<file path="src/rtl/spike_rate_encoder.sv">
// Rate-codes NUM_CHANNELS stored intensities into spike trains over a WINDOW_LEN-slot window.
// Define SPIKE_ENC_POISSON_EN to replace the phase accumulators with an LFSR-driven Poisson encoder.
module spike_rate_encoder #(
  parameter int          NUM_CHANNELS = 8,
  parameter int          WIDTH_P      = 8,
  parameter int          WINDOW_LEN   = 256,
  parameter logic [7:0]  LFSR_SEED    = 8'hA5,
  localparam int         ADDR_W       = (NUM_CHANNELS > 1) ? $clog2(NUM_CHANNELS) : 1
) (
  input  logic                    clk_i,
  input  logic                    rst_ni,
  input  logic                    wr_en_i,
  input  logic [ADDR_W-1:0]       wr_addr_i,
  input  logic [WIDTH_P-1:0]      wr_data_i,
  output logic                    wr_ready_o,
  input  logic                    start_i,
  input  logic                    stop_i,
  output logic [NUM_CHANNELS-1:0] spike_o,
  output logic                    busy_o,
  output logic                    done_o
);

  localparam int               CNT_W     = $clog2(WINDOW_LEN + 1);
  localparam logic [CNT_W-1:0] LAST_SLOT = CNT_W'(WINDOW_LEN - 1);

  typedef enum logic [1:0] {
    ST_IDLE,
    ST_RUN,
    ST_DONE
  } state_e;

  state_e                  state_q, state_d;
  logic [CNT_W-1:0]        cnt_q, cnt_d;
  logic [NUM_CHANNELS-1:0] spike_q, spike_d;
  logic                    done_q, done_d;
  logic [WIDTH_P-1:0]      intensity_q [NUM_CHANNELS];
  logic [WIDTH_P-1:0]      intensity_d [NUM_CHANNELS];
  logic [NUM_CHANNELS-1:0] enc_spike;
  logic                    wr_ok;

  // Host writes land only outside RUN, so a window always sees a stable intensity set.
  assign wr_ok = wr_en_i && (state_q != ST_RUN) && (32'(wr_addr_i) < NUM_CHANNELS);

  always_comb begin
    // NOTE: every always_comb output gets a default first so no path leaves it unassigned (no latch).
    intensity_d = intensity_q;
    if (wr_ok) begin
      intensity_d[wr_addr_i] = wr_data_i;
    end
  end

`ifdef SPIKE_ENC_POISSON_EN
  logic [7:0] lfsr_q, lfsr_d;
  logic [7:0] lfsr_step;

  function automatic logic [7:0] rotl8(input logic [7:0] v, input int n);
    logic [15:0] dbl;
    dbl = {v, v} << n;
    return dbl[15:8];
  endfunction

  // Galois form of x^8+x^6+x^5+x^4+1, shifting right with tap mask 0xB8.
  always_comb begin
    lfsr_step = {1'b0, lfsr_q[7:1]} ^ (lfsr_q[0] ? 8'hB8 : 8'h00);
    enc_spike = '0;
    for (int c = 0; c < NUM_CHANNELS; c++) begin
      enc_spike[c] = {WIDTH_P'(0), rotl8(lfsr_q, c % 8)} < {8'h00, intensity_q[c]};
    end
  end
`else
  logic [WIDTH_P-1:0] acc_q    [NUM_CHANNELS];
  logic [WIDTH_P-1:0] acc_d    [NUM_CHANNELS];
  logic [WIDTH_P-1:0] acc_next [NUM_CHANNELS];
  logic [WIDTH_P:0]   sum      [NUM_CHANNELS];

  // Each channel carries out of its phase accumulator floor(I*WINDOW_LEN/2^WIDTH_P) times per window.
  always_comb begin
    enc_spike = '0;
    for (int c = 0; c < NUM_CHANNELS; c++) begin
      sum[c]       = {1'b0, acc_q[c]} + {1'b0, intensity_q[c]};
      acc_next[c]  = sum[c][WIDTH_P-1:0];
      enc_spike[c] = sum[c][WIDTH_P];
    end
  end
`endif

  always_comb begin
    state_d = state_q;
    cnt_d   = cnt_q;
    spike_d = spike_q;
    done_d  = 1'b0;
`ifdef SPIKE_ENC_POISSON_EN
    lfsr_d  = lfsr_q;
`else
    acc_d   = acc_q;
`endif
    unique case (state_q)
      ST_IDLE, ST_DONE: begin
        spike_d = '0;
        if (start_i) begin
          state_d = ST_RUN;
          cnt_d   = '0;
`ifdef SPIKE_ENC_POISSON_EN
          lfsr_d  = LFSR_SEED;
`else
          acc_d   = '{default: '0};
`endif
        end
      end
      ST_RUN: begin
        // An abort wins over the window's final slot, suppressing done_o.
        if (stop_i) begin
          state_d = ST_IDLE;
          spike_d = '0;
        end else begin
          cnt_d   = cnt_q + CNT_W'(1);
          spike_d = enc_spike;
`ifdef SPIKE_ENC_POISSON_EN
          lfsr_d  = lfsr_step;
`else
          acc_d   = acc_next;
`endif
          if (cnt_q == LAST_SLOT) begin
            state_d = ST_DONE;
            done_d  = 1'b1;
          end
        end
      end
      default: state_d = ST_IDLE;
    endcase
  end

  always_ff @(posedge clk_i or negedge rst_ni) begin
    if (!rst_ni) begin
      state_q <= ST_IDLE;
      cnt_q   <= '0;
      spike_q <= '0;
      done_q  <= 1'b0;
`ifdef SPIKE_ENC_POISSON_EN
      lfsr_q  <= LFSR_SEED;
`endif
      // NOTE: the intensity registers are architectural state that must read 0 after reset, so they are flops with reset rather than RAM.
      for (int c = 0; c < NUM_CHANNELS; c++) begin
        intensity_q[c] <= '0;
`ifndef SPIKE_ENC_POISSON_EN
        acc_q[c]       <= '0;
`endif
      end
    end else begin
      // NOTE: sequential state uses non-blocking assignments so every flop samples pre-edge values.
      state_q     <= state_d;
      cnt_q       <= cnt_d;
      spike_q     <= spike_d;
      done_q      <= done_d;
      intensity_q <= intensity_d;
`ifdef SPIKE_ENC_POISSON_EN
      lfsr_q      <= lfsr_d;
`else
      acc_q       <= acc_d;
`endif
    end
  end

  assign spike_o    = spike_q;
  assign done_o     = done_q;
  assign busy_o     = (state_q == ST_RUN);
  assign wr_ready_o = (state_q != ST_RUN);

endmodule

</file>
<file path="config.mk">
export PLATFORM = sky130hd
export DESIGN_NAME = spike_rate_encoder
export DESIGN_NICKNAME = d
export VERILOG_FILES = /design/src/rtl/spike_rate_encoder.sv
export SDC_FILE = /design/constraint.sdc
export NUM_CORES = 1
export LEC_CHECK = 0
export BUFFER_PORTS_ARGS = -buffer_cell sky130_fd_sc_hd__buf_2
export CORE_MARGIN = 8
export CORE_UTILIZATION = 60
export CTS_CLUSTER_DIAMETER = 200
export DETAILED_ROUTE_END_ITERATION = 16
export PLACE_DENSITY = 0.82
export SYNTH_ARGS = -nofsm -noshare
export SYNTH_HDL_FRONTEND = slang
export SYNTH_SLANG_ARGS = --single-unit
</file>
<file path="constraint.sdc">
create_clock -name clk_i -period 2.8 [get_ports clk_i]
set_input_delay 0.14 -clock clk_i [delete_from_list [all_inputs] [get_ports clk_i]]
set_output_delay 0.14 -clock clk_i [all_outputs]
set_load 0.05 [all_outputs]
</file>
==> impl_summary.md <==
Timing
The count of final setup violators is 0. The minimum clock period is 2120 ps. The count of pins over their slew limit is 0. In this run the tightest slew margin relative to its limit is between 50% and 60%. Derived from the worst setup path, the maximum achievable clock frequency is 473 MHz. Setup repair after global routing left no endpoint under its margin.

The setup total negative slack is 0 ps. The largest clock skew in the final design is 7.10 ps. The hold violation count in the final report was 0. The post-layout worst setup margin is 685 ps. The ratio of final minimum period to clock period is 75.5%. The final hold slack is 58.4 ps. At the pin with the least slew margin, the transition time is 695 ps.

Clocking
Counting along the longest clock path gives a buffer depth of 2. Clock tree synthesis selected as its root buffer the cell sky130_fd_sc_hd__clkbuf_16. The number of H-tree levels is 4. TritonCTS built the clock tree.

The setup fix buffers added after clock tree synthesis is 0. The number of resized instances in the post-cts repair step is 0. After clock tree synthesis, the flow added hold-fix buffers numbering 1. Clock-pin slew was measured on the worst setup and hold paths at 60 ps. The CTS buffer count is 17. The clock drives 148 sinks. The clock insertion delay at the later pin of the skew report is 430 ps.

Flow run
The number of violations of the max-capacitance limit is 0.

Critical path
The worst register-to-register path ends at acc_q[54]. The worst setup path is captured at a register. Measured in cells, the most critical reg-to-reg path has a length of 8. In this run the critical register-to-register path is launched from acc_q[48]. The worst setup path endpoint is acc_q[54]. The worst setup path is launched from a register. The setup path with the least slack is of type register to register. In this run the worst setup path begins at acc_q[48].

The worst endpoint required time is 3140 ps. Data arrives at the worst endpoint at about 2500 ps. The worst-path maximum fanout is 3. Setup slack on the worst reg-to-reg path comes out at roughly 680 ps.

Drt
The initial detailed-routing violation count is 454. The post-detailed-routing wire length is 18,800 um. The detail route stage leaves a number of antenna-violating nets equal to 0. The number of vias per cell after detailed routing is 6.22. The routed length per instance is 19.2 um. The number of iterations in the first detailed-routing pass is 4.

The number of remaining DRC errors is 0. The routed layout has 6,106 vias.

Floorplan
The floorplan die width is 132 um. The number of rows created at floorplan is 42. The starting utilization of the core area is around three fifths.

The total die area is 17,400 um2. The overall die height is 132 um. The core footprint is 13,200 um2. For this design the top-level I/O count stands at 27.

Yosys
For this run, the register share of the synthesized area comes to 45.9%. The net count after synthesis is 855. The mapped cell area is between 8000 and 9000 um2. Of all cell types, the one taking the most synthesized area is sky130_fd_sc_hd__dfrtp_1.

The flip-flop and latch count after synthesis is 148. Sorting the synthesized cells by area gives the leading types as sky130_fd_sc_hd__dfrtp_1 46%, sky130_fd_sc_hd__ha_1 10%, sky130_fd_sc_hd__mux2_2 8.9%. The number of warnings printed during yosys synthesis is 0. The mean area per synthesized cell is between 10 and 15 um2. The share of synthesized area in the top cell type comes to between 40% and 50%.

The count of different cell masters after synthesis is 39. In the synthesized netlist, the number of instances is 765.

Placement
Timing analysis after detailed placement gives a worst setup slack of 759 ps. In this run the tool buffered the top-level ports with 26 buffer cells. At the end of routability-driven placement, the weighted congestion stood at 0.837. The half-perimeter wire length after placement is 11,800 um.

Final layout
The final antenna diode count is 0. For this run, the post-layout net count is roughly 900. Cells with a size suffix above 1 make up between 10% and 20% of the layout. The relative area change from synthesis to final layout is 12.6%. The core occupancy in the finished layout is just under 70%.

Power and ir drop
The leakage power figure is 4.32 nW. The power density over the cells is ~1100 nW/um2. Across the VDD grid, the largest voltage drop is about 0.00047 V.

Global route
Entering global routing, the biggest net connects 77 pins. The number of global-route vias before repair is 6,429. The total global routing overflow is 0. The first global-routing pass estimated ~31,000 um of wire.

The initial antenna violation count is 0. For this run, the total global-route usage over all layers was measured as 22.4%.

Hold path
The worst min-delay path category is input port to register.

Status
The run finished with clean final reports.
## layer usage
metal	wire [um]	GRT usage [%]
met2	9540	39.1
met3	1060	5.26
met4	522	9.64
met1	7700	25.9
met5	0	0
## critical path, stage by stage, from the launching register on
cell	delay [ps]
sky130_fd_sc_hd__dfrtp_1	350
sky130_fd_sc_hd__ha_1	210
sky130_fd_sc_hd__inv_1	80
sky130_fd_sc_hd__fa_1	430
sky130_fd_sc_hd__nor2b_1	160
sky130_fd_sc_hd__o21ai_0	160
sky130_fd_sc_hd__a21o_1	250
sky130_fd_sc_hd__and3b_1	180
sky130_fd_sc_hd__o31ai_1	210
## power breakdown
part | switching [mW] | leakage, nW | internal [mW] | total [mW]
clock | 0.890 | 0.319 | 1.67 | 2.56
sequential | 0.456 | 1.90 | 2.87 | 3.32
combinational | 2.10 | 2.10 | 1.66 | 3.76
## sequential cells by signal, indices dropped and copies added, names as in the netlist
name / cells
spike_o: 8
cnt_q: 9
acc_q: 64
state_q: 2
done_o: 1
intensity_q: 64
## how the worst min path moves through the flow
stage            start         end  cells past startpoint
2_1_floorplan   rst_ni    acc_q[0]                      0
3_3_place_gp    rst_ni   acc_q[10]                      1
3_5_place_dp    rst_ni    acc_q[9]                      1
4_1_cts        start_i  state_q[1]                      3
5_1_grt        start_i  state_q[1]                      3
6_report       start_i  state_q[1]                      3
## cells by family after synthesis
| kind of cell | count (synthesis) | share of synthesized area [%] |
|---|---|---|
| AO/OA/AOI/OAI | 200 | 15.8 |
| AND/OR/NAND/NOR | 195 | 11.5 |
| flip-flops | 148 | 45.9 |
| adder cells (fa/ha/maj) | 74 | 12.2 |
| multiplexers | 64 | 8.94 |
| buffers and inverters | 58 | 2.73 |
| XOR/XNOR | 26 | 2.82 |
## cells in the final DEF, fill, tap and decap left out, drive strengths merged, types with 2 or more instances in the layout
cell type / instances
or3: 2
buf: 34
and3b: 7
nor3: 2
o21ai: 75
a21oi: 28
o21a: 2
nor2b: 14
nand3: 45
o211ai: 14
clkinv: 2
and3: 3
bufinv: 5
xnor2: 5
o31ai: 20
a21boi: 15
nand3b: 7
nand2: 84
inv: 32
o41ai: 4
ha: 66
clkbuf: 23
nand2b: 2
and2: 2
mux2: 64
xor2: 21
fa: 8
a41o: 7
a21o: 17
nor2: 23
dfrtp: 148
a211oi: 15
## final cells by class
class / count / area [um2]
inverters: 32 / 120
flip-flops and latches: 148 / 3700
well taps: 176 / 220
clock inverters: 8 / 171
clock buffers: 23 / 488
multi-input cells: 559 / 4160
repair buffers: 35 / 219
fillers: 938 / 4110
## cell usage after synthesis
master and instances:
sky130_fd_sc_hd__o41ai_1 4, sky130_fd_sc_hd__nor2_1 23, sky130_fd_sc_hd__buf_1 7, sky130_fd_sc_hd__nand4_1 1, sky130_fd_sc_hd__fa_1 8, sky130_fd_sc_hd__or3b_1 1, sky130_fd_sc_hd__a41o_1 7, sky130_fd_sc_hd__o21bai_1 1
sky130_fd_sc_hd__nand2_1 84, sky130_fd_sc_hd__dfrtp_1 148, sky130_fd_sc_hd__and4_1 1, sky130_fd_sc_hd__nand3_1 45, sky130_fd_sc_hd__inv_1 32, sky130_fd_sc_hd__nand3b_1 7, sky130_fd_sc_hd__clkbuf_1 17, sky130_fd_sc_hd__o211ai_1 14
sky130_fd_sc_hd__o21ai_0 75, sky130_fd_sc_hd__a221oi_1 1, sky130_fd_sc_hd__xnor2_1 5, sky130_fd_sc_hd__and2_1 2, sky130_fd_sc_hd__o21a_1 2, sky130_fd_sc_hd__nand2b_1 2, sky130_fd_sc_hd__and3_1 3, sky130_fd_sc_hd__mux2_2 64
sky130_fd_sc_hd__nor3b_2 1, sky130_fd_sc_hd__a311oi_1 1, sky130_fd_sc_hd__buf_2 2, sky130_fd_sc_hd__nor2b_1 14, sky130_fd_sc_hd__a211oi_2 1, sky130_fd_sc_hd__a211oi_1 14, sky130_fd_sc_hd__nor3_1 2, sky130_fd_sc_hd__a21o_1 17
sky130_fd_sc_hd__o31ai_1 20, sky130_fd_sc_hd__ha_1 66, sky130_fd_sc_hd__xor2_1 21, sky130_fd_sc_hd__or3_1 2, sky130_fd_sc_hd__a21oi_1 28, sky130_fd_sc_hd__a21boi_0 15, sky130_fd_sc_hd__and3b_1 7
## through the flow
step           std cells  instance area, um2  power (mW)
2_1_floorplan        765                8060        6.11
3_3_place_gp         949                8410        6.70
3_5_place_dp         949                8410        6.97
4_1_cts              981                9080        9.62
5_1_grt              981                9080        10.3
6_report             981                9080        9.64
Note: power is estimated with default switching activity, not from simulation.
